[src/rtl/pwm_interrupt_scheduler.sv]
`default_nettype none
// ============================================================================
// Module   : pwm_interrupt_scheduler
// Function : Per-channel PWM event decimator. Raises pulse or sticky
//            (pending/ack) interrupts with overrun detection.
// Revision : 1.0  initial multi-channel release
// ============================================================================
module pwm_interrupt_scheduler #(
  parameter int NUM_CH      = 4,
  parameter int COUNT_WIDTH = 16,
  parameter bit RESET_MODE  = 1'b0
) (
  input  logic                          clk,
  input  logic                          reset_n,
  input  logic                          pwm_onoff,
  input  logic [NUM_CH-1:0]             int_onoff,
  input  logic [NUM_CH-1:0]             mask_event,
  input  logic [NUM_CH*COUNT_WIDTH-1:0] event_count,
  input  logic [NUM_CH-1:0]             mode,
  input  logic [NUM_CH-1:0]             ack,
  output logic [NUM_CH-1:0]             irq_pulse,
  output logic [NUM_CH-1:0]             pending,
  output logic [NUM_CH-1:0]             overrun,
  output logic                          irq
);

  localparam logic [COUNT_WIDTH-1:0] C_CNT_ONE = {{(COUNT_WIDTH-1){1'b0}}, 1'b1};

  logic [NUM_CH-1:0] mask_event_q;
  logic [NUM_CH-1:0] mode_q;
  logic              armed_q;
  logic [NUM_CH-1:0] irq_pulse_q, irq_pulse_d;
  logic [NUM_CH-1:0] pending_q,   pending_d;
  logic [NUM_CH-1:0] overrun_q,   overrun_d;
  logic              irq_q,       irq_d;

  for (genvar c = 0; c < NUM_CH; c++) begin : g_ch
    logic [COUNT_WIDTH-1:0] cnt_q, cnt_d;
    logic [COUNT_WIDTH-1:0] n_w;
    logic                   edge_w, wrap_w, fire_w, sticky_fire_w;

    assign n_w = event_count[c*COUNT_WIDTH +: COUNT_WIDTH];

    // The first cycle after reset only primes mask_event_q, so a strobe held
    // high across reset is not mistaken for a fresh edge.
    assign edge_w        = armed_q & mask_event[c] & ~mask_event_q[c];
    assign wrap_w        = pwm_onoff & edge_w & (cnt_q >= n_w);
    assign fire_w        = wrap_w & int_onoff[c];
    assign sticky_fire_w = fire_w & mode_q[c];

    always_comb begin
      cnt_d = cnt_q;
      if (!pwm_onoff) begin
        cnt_d = '0;
      end else if (wrap_w) begin
        cnt_d = '0;
      end else if (edge_w) begin
        cnt_d = cnt_q + C_CNT_ONE;
      end
    end

    always_ff @(posedge clk or negedge reset_n) begin
      if (!reset_n) begin
        cnt_q <= '0;
      end else begin
        cnt_q <= cnt_d;
      end
    end

    // A sticky fire beats a same-cycle ack; the ack still consumes the old
    // interrupt, so that collision never counts as an overrun.
    assign irq_pulse_d[c] = fire_w;
    assign pending_d[c]   = sticky_fire_w | (pending_q[c] & ~ack[c]);
    assign overrun_d[c]   = (sticky_fire_w & pending_q[c] & ~ack[c])
                          | (overrun_q[c] & ~ack[c]);
  end

  assign irq_d = |(irq_pulse_d | pending_d);

  always_ff @(posedge clk or negedge reset_n) begin
    if (!reset_n) begin
      mask_event_q <= '0;
      mode_q       <= {NUM_CH{RESET_MODE}};
      armed_q      <= 1'b0;
      irq_pulse_q  <= '0;
      pending_q    <= '0;
      overrun_q    <= '0;
      irq_q        <= 1'b0;
    end else begin
      mask_event_q <= mask_event;
      mode_q       <= mode;
      armed_q      <= 1'b1;
      irq_pulse_q  <= irq_pulse_d;
      pending_q    <= pending_d;
      overrun_q    <= overrun_d;
      irq_q        <= irq_d;
    end
  end

  assign irq_pulse = irq_pulse_q;
  assign pending   = pending_q;
  assign overrun   = overrun_q;
  assign irq       = irq_q;

endmodule
`default_nettype wire

[config.mk]
export PLATFORM = sky130hd
export DESIGN_NAME = pwm_interrupt_scheduler
export DESIGN_NICKNAME = d
export VERILOG_FILES = /design/src/rtl/pwm_interrupt_scheduler.sv
export SDC_FILE = /design/constraint.sdc
export NUM_CORES = 1
export LEC_CHECK = 0
export CORE_MARGIN = 2
export CORE_UTILIZATION = 50
export CTS_BUF_LIST = sky130_fd_sc_hd__clkbuf_8
export DETAILED_ROUTE_END_ITERATION = 16
export GPL_TIMING_DRIVEN = 0
export PLACE_DENSITY = 0.8
export SLEW_MARGIN = 15
export SYNTH_ARGS = -nofsm -noshare
export SYNTH_HDL_FRONTEND = slang
export SYNTH_SLANG_ARGS = --single-unit
[constraint.sdc]
create_clock -name clk -period 2.1 [get_ports clk]
set_input_delay 0.315 -clock clk [delete_from_list [all_inputs] [get_ports clk]]
set_output_delay 0.315 -clock clk [all_outputs]
set_load 0.02 [all_outputs]
==> impl_metrics.csv, run 1 <==
group,metric,value,unit
status,outcome,"complete, but fails checks",
status,violations,"setup timing",
layout,postLayoutCellArea,8530,sq um
logic_synthesis,synth_enable_flop_cells,0,
global_route,first_pass_grt_wire_length,25.0,mm
worst_setup_path,reg2reg_setup_slack,-0.11,ns
global_route,grt_use_total,24.0,%
global_route,grt_use_met1,29.5,%
worst_setup_path,worstSetupPathType,"reg2reg",
power,power.ir.vdd_worst,0.000398,V
route,drt-total-wl,17.0,mm
global_route,gr-total-overflow,0,
die,boundaryPins,96,
min_path,hold_path_depth,1,
worst_setup_path,required,2.38,ns
power,p_leak,4.17,nW
timing,fmax,452,MHz
logic_synthesis,synth_top_area_share,36.8,%
clock_network,cts_buffer_depth,2,
die,row_count,39,
logic_synthesis,yosys.area.top_type,"dfrtp_1",
min_path,min-delay-path-class,"in2reg",
logic_synthesis,post_synth_inst_count,668,
route,route.vias.total,5798,
route,first_pass_iters,5,
die,placeableCoreArea,11400,sq um
die,initial_core_utilization,51.2,%
worst_setup_path,setup.worst_path.start_class,"flip-flop",
clock_network,worst_setup_hold_path_clk_slew,0.09,ns
logic_synthesis,synth.distinct_cells,54,
logic_synthesis,synthesis.area_per_instance,8.75,sq um
power,power.density_cell_area,412,nW/um^2
timing,final_slew_viol_count,0,
clock_network,tritoncts.num_buffers,9,
die,chipHeight,112,um
worst_setup_path,r2r_depth,9,
die,fp.dieArea,12600,sq um
logic_synthesis,synth-seq-cells,86,
global_route,global_route.usage.met2,43.4,%
route,antenna_left,0,
logic_synthesis,mappedNetlistArea,5840,sq um
worst_setup_path,worstPathMaxFanout,5,
worst_setup_path,critical_path.top_delay_family,"compound AO/OA/AOI/OAI gates",
global_route,globalRoute.busiestLayer,"met2",
global_route,gr-usage-met3,3.89,%
logic_synthesis,yosys_most_used_dff,"dfrtp_1",
logic_synthesis,yosys-top-cells-area,"dfrtp_1, ha_1, inv_1, nand2_1, a21o_1",
place,finalWeightedCongestion,0.839,
worst_setup_path,reg2reg_from,"g_ch[1].cnt_q[0]",
clock_network,h_tree_lvls,3,
timing,number_of_setup_violations_in_the_final_report,30,
logic_synthesis,synth.net_count,819,
logic_synthesis,synth_async_sr_flop_share,100,%
route,routed_via_density,5.89,
global_route,antenna_found_initial,0,
timing,finalCriticalPeriod,2.21,ns
power,power,0.00351,W
logic_synthesis,ys.warnings.count,0,
logic_synthesis,sequential_element_share_of_the_synthesized_area,36.8,%
route,remaining_drc_errors,0,
timing,skew,0.0126,ns
min_path,hold_path_end,"mode_q[3]",
worst_setup_path,critical_path.reg2reg.endpoint,"g_ch[1].cnt_q[12]",
route,first_iter_violations,323,
route,routedWlPerCell,17.2,um
layout,mostFrequentLayoutCells,"clkdlybuf4s50_1, inv_1, dfrtp_1, nand2_1, buf_4",
timing,report.final.hold_viol_count,0,
global_route,grt_pass1_vias,5492,
worst_setup_path,critical-path-slowest-cell,"a2111o_1",
layout,final_net_count,988,
place,hpwl,10.8,mm
timing,post-route-period-util,105,%
clock_network,clkLatencyLatePin,0.37,ns
min_path,min_from,"mode[3]",
layout,final_layout_size_suffix_gt1_share,25.2,%
clock_network,cts_tree,"done",
timing,worst_slew_margin_rel,64.6,%
timing,rsz0062_at_grt,"true",
worst_setup_path,crit_buf_inv,2,
worst_setup_path,slowest_delay,0.45,ns
timing,transition_time_at_the_pin_with_the_least_slew_margin,0.531,ns
place,numPortBuffers,95,
die,fp.dieW,112,um
layout,mostFrequentLayoutCell,"clkdlybuf4s50_1",
worst_setup_path,critPathCaptureType,"flip-flop",
layout,n_antenna_cell,0,
clock_network,cts_root_buffer,"clkbuf_8",
layout,layout-area-overhead-vs-synth,46.0,%
timing,worst_slack,-0.113,ns
job,maxCapViolations,0,
clock_network,clock_sink_count,86,
worst_setup_path,path_cells,"inv_2 > ha_4 > nand2b_4 > a2111o_1 > a31oi_4 > nand2_2 > buf_6 > or2_1 > a31oi_1",
worst_setup_path,worst_ep_arrival,2.49,ns
global_route,grt_start_max_net_pins,50,
place,detailed_place.area,7050,sq um
## cells in the mapped netlist (all sizes together), types with 3 or more instances
master and count:
dfrtp 86, inv 83, ha 68, nand2 63, o21ai 43, nand3 31, a21oi 29, nor3 29
a21o 28, and3 27, a31oi 26, nor2 26, nand4 13, nor3b 11, or2 10, nor4 9
buf 7, clkbuf 6, nand2b 6, o211ai 6, or3 6, nand3b 5, o22ai 4, a2111o 3
a211o 3, a22oi 3, and4b 3, o21a 3, o22a 3, xnor2 3
## worst max-delay path by stage
| stage | startpoint | to | slack, ns | cells past startpoint |
|---|---|---|---|---|
| after floorplan | g_ch[0].cnt_q[0] | g_ch[0].cnt_q[8] | -0.01 | 9 |
| after global placement | reset_n | g_ch[2].cnt_q[9] | -2.40 | 1 |
| after detailed placement | event_count[11] | overrun[0] | -0.83 | 9 |
| after CTS | g_ch[1].cnt_q[0] | g_ch[1].cnt_q[7] | -0.13 | 9 |
| after global routing | g_ch[1].cnt_q[0] | g_ch[1].cnt_q[7] | -0.17 | 9 |
| final | g_ch[1].cnt_q[0] | g_ch[1].cnt_q[12] | -0.11 | 9 |
## metal layers
layer  share of wire [%]  wire, um  vias to the layer above
met2                  53      8940                      196
li1                    -         -                     2756
met1                  40      6830                     2810
met5                   0         0                        -
met4                 2.1       362                        0
met3                 5.0       840                       36
## stage by stage
stage | setup TNS, ns | std cells | setup WS [ns] | utilization, % | hold WS (ns)
3_5_place_dp | -43.81 | 907 | -0.825 | 61.7 | 0.326
5_1_grt | -4.44 | 985 | -0.167 | 74.7 | 0.384
3_3_place_gp | -243.87 | 906 | -2.40 | 61.5 | 0.459
6_report | -1.42 | 985 | -0.113 | 74.7 | 0.380
2_1_floorplan | -0.0239 | 668 | -0.0126 | - | 0.0194
4_1_cts | -1.07 | 943 | -0.126 | 66.6 | 0.382
## timing repair
item                                    4_1_cts  5_1_grt
pin swaps                                    23       69
buffers inserted                             17       44
gates cloned                                  3        1
endpoints found under the hold margin        37        0
hold buffers                                  1        0
endpoints found under the setup margin       70       65
resized for setup                            43      123
## where the power goes
part	switching, W	internal [W]	leakage, nW
Sequential	0.0000106	0.00167	1.15
Combinational	0.000249	0.000276	2.90
Clock	0.000619	0.000691	0.119
Total	0.000878	0.00264	4.17
## registers in the layout (all words and copies together), names as in the netlist
name          cells
armed_q           1
g_ch.cnt_q       64
irq               1
irq_pulse         4
mask_event_q      4
mode_q            4
overrun           4
pending           4
## kinds of logic (layout without fill, tap and decap cells)
kind of cell	after synthesis	count (layout)	synth area share [%]
and+or+nand+nor	246	246	22.0
AOI/OAI and AO/OA	165	165	19.2
buffers and inverters	96	270	6.42
DFF	86	86	36.8
adders and majority gates	68	68	14.6
xor gates and xnor gates	4	4	0.600
muxes	2	2	0.343
other	1	1	0.0642
## layout make-up
type	count	area (sq um)
repair buffers	159	1520
plain buffers	12	108
clock inverters	6	77.6
multi-input cells	486	4030
clock buffers	10	138
well taps	143	179
inverters	83	312
fillers	792	2890
flip-flops and latches	86	2170
Note: power is estimated with default switching activity, not from simulation.
==> inputs of run 2 (changes only) <==
Settings changed: CELL_PAD_IN_SITES_DETAIL_PLACEMENT from default to 1, CELL_PAD_IN_SITES_GLOBAL_PLACEMENT from default to 1, CORE_UTILIZATION 50 to 38, GPL_ROUTABILITY_DRIVEN from default to 0.
==> run 2 against run 1 <==
  * The run still ends with setup timing left
  * Power increased by 9.6%
  * Final cell count increased by 4.7%
  * Hold slack got worse by 0.0026 ns
  * Global-route usage decreased by 1.1 points
  * Via count increased by 1.9%
  * Clock power increased by 23%
  * Sequential power about the same
  * Core utilization decreased by 17 points
  * Non-clock buffer count increased by 1
  * Routed wire length increased by 22%
  * Critical endpoint is now g_ch[0].cnt_q[15]
  * Largest cell class unchanged
==> impl_metrics.csv, run 2 (synthesized netlist as in run 1, its figures left out) <==
group,metric,value,unit
layout,mostFrequentLayoutCell,"clkdlybuf4s50_1",
clock_network,cts_tree,"done",
clock_network,cts_root_buffer,"clkbuf_8",
timing,worst_slack,-0.211,ns
route,first_iter_violations,257,
timing,skew,0.0114,ns
worst_setup_path,critical_path.top_delay_family,"compound AO/OA/AOI/OAI gates",
die,row_count,45,
global_route,grt_pass1_vias,6093,
clock_network,clkLatencyLatePin,0.39,ns
route,first_pass_iters,4,
route,antenna_left,0,
worst_setup_path,path_cells,"inv_1 > ha_1 > nand2b_4 > a2111o_1 > a31oi_4 > nand2_8 > buf_6 > nor4_4 > a21o_1",
layout,postLayoutCellArea,8750,sq um
clock_network,cts_buffer_depth,2,
die,fp.dieW,128,um
timing,fmax,433,MHz
place,dpl_worst_slack,-0.955,ns
layout,largest_register_ff_count,64,
clock_network,tritoncts.num_buffers,9,
timing,post-route-period-util,110,%
clock_network,clock_sink_count,86,
layout,registers.top_by_ff_count,"g_ch.cnt_q",
worst_setup_path,worst_ep_arrival,2.64,ns
status,violations,"setup timing",
route,remaining_drc_errors,0,
clock_network,h_tree_lvls,3,
layout,multi_input_comb_area,4100,sq um
power,total_switching_power,0.000955,W
global_route,grt_start_max_net_pins,48,
layout,final_net_count,989,
power,share_clk_of_total_power,41.9,%
timing,number_of_setup_violations_in_the_final_report,43,
timing,final_slew_viol_count,0,
timing,report.final.hold_viol_count,0,
worst_setup_path,critical-path-slowest-cell,"a2111o_1",
worst_setup_path,worstPathMaxFanout,8,
layout,final_layout_size_suffix_gt1_share,25.3,%
timing,transition_time_at_the_pin_with_the_least_slew_margin,0.600,ns
route,routedWlPerCell,20.1,um
power,power.density_cell_area,440,nW/um^2
place,numPortBuffers,95,
layout,mostFrequentLayoutCells,"clkdlybuf4s50_1, inv_1, dfrtp_1, nand2_1, ha_1",
power,part_of_the_total_power_dissipated_in_sequential_elements,43.6,%
route,drt-total-wl,20.8,mm
place,detailed_place.area,7100,sq um
die,placeableCoreArea,15100,sq um
power,power.ir.vdd_worst,0.000377,V
layout,layout-area-overhead-vs-synth,49.8,%
worst_setup_path,worstSetupPathType,"reg2reg",
route,route.vias.total,5906,
worst_setup_path,slowest_delay,0.41,ns
global_route,first_pass_grt_wire_length,29.8,mm
layout,final-seq-area,2170,sq um
worst_setup_path,crit_buf_inv,2,
min_path,min-delay-path-class,"in2reg",
clock_network,worst_setup_hold_path_clk_slew,0.10,ns
route,routed_via_density,5.73,
die,chipHeight,128,um
worst_setup_path,critPathCaptureType,"flip-flop",
global_route,antenna_found_initial,0,
layout,n_antenna_cell,0,
layout,nFillCells,1682,
die,fp.dieArea,16400,sq um
worst_setup_path,setup.worst_path.start_class,"flip-flop",
timing,worst_slew_margin_rel,60.0,%
place,hpwl,13.1,mm
timing,rsz0062_at_grt,"true",
timing,holdWs,0.378,ns
global_route,grt_use_total,22.9,%
timing,finalCriticalPeriod,2.31,ns
die,boundaryPins,96,
status,outcome,"complete, but fails checks",
global_route,gr-total-overflow,0,
worst_setup_path,required,2.43,ns
die,initial_core_utilization,38.7,%
power,power.share.combinational,14.5,%
power,switching_share,24.8,%
job,maxCapViolations,0,
power,internal-power,0.00290,W
power,p_leak,4.23,nW
run 2: final cells by class:
class                           count  share of cell area [%]
Buffer                             12                    1.44
Clock buffer                       10                    1.57
Clock inverter                      6                    1.51
Sequential cell                    86                    24.8
Timing Repair Buffer              160                    17.6
Multi-Input combinational cell    486                    46.8
Tap cell                          188                    2.69
Inverter                           83                    3.56
run 2: what timing repair did:
item / in CTS / in global routing
endpoints found under the setup margin: 72 / 68
hold buffers: 1 / 0
gates resized for setup: 68 / 107
endpoints found under the hold margin: 39 / 0
pin swaps: 42 / 52
buffers inserted: 27 / 33
gates cloned: 3 / 2
run 2: power by group through the flow:
stage | clock network, W | logic [W] | registers [W]
floorplan | 0 | 0.000183 | 0.00171
detailed placement | 0 | 0.000450 | 0.00171
global placement | 0 | 0.000416 | 0.00171
CTS | 0.00163 | 0.000504 | 0.00168
global route | 0.00169 | 0.000609 | 0.00168
finish | 0.00161 | 0.000559 | 0.00168
run 2: stage by stage:
stage               power, W  utilization [%]  std cells  TNS (ns)
global route         0.00398             58.0       1031     -6.97
finish               0.00385             58.0       1031     -3.50
detailed placement   0.00216             47.1        952    -48.17
floorplan            0.00189                -        668   -0.0239
CTS                  0.00381             52.8        998     -2.10
global placement     0.00213             46.9        951   -266.42
run 2: per-layer routing:
| layer | track usage [%] | part of all wire (%) |
|---|---|---|
| met1 | 25.8 | 39 |
| met2 | 43.8 | 54 |
| met3 | 2.84 | 3.3 |
| met4 | 8.79 | 3.0 |
| met5 | 0 | 0 |
run 2: path summary, 6_finish.rpt:
kind / start / endpoint / slack, ns / depth (start not counted)
worst min-delay path: mode[0] / mode_q[0] / 0.38 / 1
min in group asynchronous: reset_n / g_ch[3].cnt_q[10] / 0.47 / 2
worst max-delay path: g_ch[0].cnt_q[0] / g_ch[0].cnt_q[15] / -0.21 / 9
worst min register to register: mode_q[0] / pending[0] / 0.52 / 2
worst max register to register: g_ch[0].cnt_q[0] / g_ch[0].cnt_q[15] / -0.21 / 9
max in group asynchronous: reset_n / g_ch[2].cnt_q[13] / 0.96 / 3
==> inputs of run 3 (changes only) <==
Settings changed: CORE_MARGIN 2 to 5, GPL_ROUTABILITY_DRIVEN 0 to default.
==> run 3 against run 2 <==
  * The run still ends with setup timing left
  * Cell area shrank 0.63%
  * Critical path depth unchanged
  * Sequential share of layout area grew 0.19 points
  * Core utilization is 0.58 points lower
  * Die area rose by 9.6%
  * Routed wire length fell by 3.3%
  * Clock skew barely moved
  * Clock-buffer cell count increased by 1
  * Global-route usage is 2.3 points lower
  * Non-clock buffer count increased by 1
  * Largest cell class unchanged
==> impl_metrics.csv, run 3 (synthesized netlist as in run 1, its figures left out) <==
group,metric,value,unit
layout,n_antenna_cell,0,
power,p_leak,4.19,nW
route,remaining_drc_errors,0,
worst_setup_path,required,2.39,ns
worst_setup_path,worstSetupPathType,"reg2reg",
timing,worst_slew_margin_rel,58.5,%
clock_network,cts_tree,"done",
layout,mostFrequentLayoutCell,"clkdlybuf4s50_1",
die,boundaryPins,96,
layout,largest_register_ff_count,64,
timing,final_slew_viol_count,0,
global_route,gr-usage-met3,2.63,%
layout,final_net_count,991,
layout,layout-area-overhead-vs-synth,48.9,%
global_route,global_route.usage.met2,38.2,%
place,finalWeightedCongestion,0.816,
worst_setup_path,slowest_delay,0.44,ns
place,numPortBuffers,95,
worst_setup_path,worst_ep_arrival,2.61,ns
worst_setup_path,critical-path-slowest-cell,"a2111o_1",
die,row_count,45,
timing,worst_slack,-0.219,ns
route,first_pass_iters,4,
place,hpwl,13.3,mm
layout,final_layout_size_suffix_gt1_share,26.3,%
global_route,gr-total-overflow,0,
power,power.density_cell_area,401,nW/um^2
global_route,globalRoute.busiestLayer,"met2",
power,power.ir.vdd_worst,0.000269,V
timing,report.final.hold_viol_count,0,
clock_network,cts_buffer_depth,2,
route,first_iter_violations,288,
global_route,grt_use_met1,24.3,%
worst_setup_path,path_cells,"inv_1 > ha_1 > nand2b_4 > a2111o_1 > a31oi_4 > nand2_4 > buf_8 > or2_1 > a31oi_1",
layout,mostFrequentLayoutCells,"clkdlybuf4s50_1, inv_1, dfrtp_1, nand2_1, buf_4",
timing,rsz0062_at_grt,"true",
place,placedCellCount,952,
clock_network,clock_sink_count,86,
worst_setup_path,critical_path.top_delay_family,"compound AO/OA/AOI/OAI gates",
global_route,first_pass_grt_wire_length,30.2,mm
layout,multi_input_comb_area,4100,sq um
die,fp.dieArea,18000,sq um
clock_network,cts_root_buffer,"clkbuf_8",
route,routedWlPerCell,19.4,um
clock_network,worst_setup_hold_path_clk_slew,0.10,ns
timing,post-route-period-util,110,%
place,detailed_place.area,7100,sq um
timing,transition_time_at_the_pin_with_the_least_slew_margin,0.618,ns
status,outcome,"complete, but fails checks",
worst_setup_path,setup.worst_path.start_class,"flip-flop",
global_route,grt_pass1_vias,6257,
layout,layoutNonFillerInstCount,1033,
layout,finalCoreUtilization,57.4,%
clock_network,clkLatencyLatePin,0.37,ns
place,dpl_worst_slack,-0.884,ns
worst_setup_path,worstPathMaxFanout,10,
die,placeableCoreArea,15100,sq um
layout,final-seq-area,2170,sq um
route,drt-total-wl,20.1,mm
timing,skew,0.0113,ns
clock_network,h_tree_lvls,3,
route,antenna_left,0,
global_route,antenna_found_initial,0,
power,switching_share,26.5,%
layout,nFillCells,1723,
die,chipHeight,134,um
power,share_clk_of_total_power,35.7,%
power,part_of_the_total_power_dissipated_in_sequential_elements,48.1,%
global_route,grt_use_total,20.6,%
worst_setup_path,crit_buf_inv,2,
worst_setup_path,critPathCaptureType,"flip-flop",
power,internal-power,0.00256,W
min_path,min-delay-path-class,"in2reg",
die,initial_core_utilization,38.6,%
timing,finalCriticalPeriod,2.32,ns
status,violations,"setup timing",
power,total_switching_power,0.000923,W
clock_network,tritoncts.num_buffers,9,
layout,postLayoutCellArea,8700,sq um
global_route,grt_start_max_net_pins,50,
layout,registers.top_by_ff_count,"g_ch.cnt_q",
timing,fmax,431,MHz
power,power.share.combinational,16.1,%
route,route.vias.total,5856,
worst_setup_path,reg2reg_setup_slack,-0.22,ns
route,routed_via_density,5.67,
job,maxCapViolations,0,
die,fp.dieW,134,um
timing,number_of_setup_violations_in_the_final_report,49,
run 3: path summary, 6_finish.rpt:
path	startpoint	to	cells after the start
min in group asynchronous	reset_n	g_ch[1].cnt_q[8]	2
hold reg to reg	mode_q[0]	pending[0]	2
hold / removal	mode[1]	mode_q[1]	1
setup / recovery	g_ch[1].cnt_q[0]	g_ch[1].cnt_q[5]	9
setup reg to reg	g_ch[1].cnt_q[0]	g_ch[1].cnt_q[5]	9
max in group asynchronous	reset_n	g_ch[0].cnt_q[14]	3
run 3: layout make-up:
type                    instances  area share (%)
inverters                      83            3.58
clock buffers                  11            1.74
well taps                     188            2.70
repair buffers                161            17.8
flip-flops and latches         86            25.0
multi-input cells             487            47.2
plain buffers                  12            1.45
clock inverters                 5           0.575
run 3: metrics by stage:
step                TNS, ns  hold WS, ns  total power [W]
floorplan           -0.0239       0.0194          0.00189
global placement    -270.97        0.462          0.00213
detailed placement   -46.71        0.331          0.00216
CTS                  -0.870        0.375          0.00345
global route          -7.39        0.377          0.00363
finish                -3.25        0.388          0.00349
run 3: timing repair:
action,4_1_cts,5_1_grt
hold buffers,1,0
pin swaps,27,51
setup endpoints to repair,71,68
hold endpoints to repair,37,0
cloned,3,3
gates resized for setup,75,103
setup buffers,23,36
run 3: per-layer routing:
metal	vias up	routed length, um
li1	2754	-
met1	2952	8330
met2	117	10700
met3	33	550
met4	0	487
met5	-	0
run 3: worst register-to-register path, delay by kind of cell (launching register included):
| family | cells | cell delay (ns) |
|---|---|---|
| buffers and inverters | 2 | 0.22 |
| DFF | 1 | 0.38 |
| AOI/OAI and AO/OA | 3 | 0.88 |
| and+or+nand+nor | 3 | 0.49 |
| adders and majority gates | 1 | 0.27 |
run 3: power by group through the flow:
stage / sequential [W] / clock (W) / combinational [W]
global placement: 0.00171 / 0 / 0.000417
CTS: 0.00168 / 0.00126 / 0.000507
finish: 0.00168 / 0.00125 / 0.000563
global route: 0.00168 / 0.00133 / 0.000615
detailed placement: 0.00171 / 0 / 0.000449
floorplan: 0.00171 / 0 / 0.000183
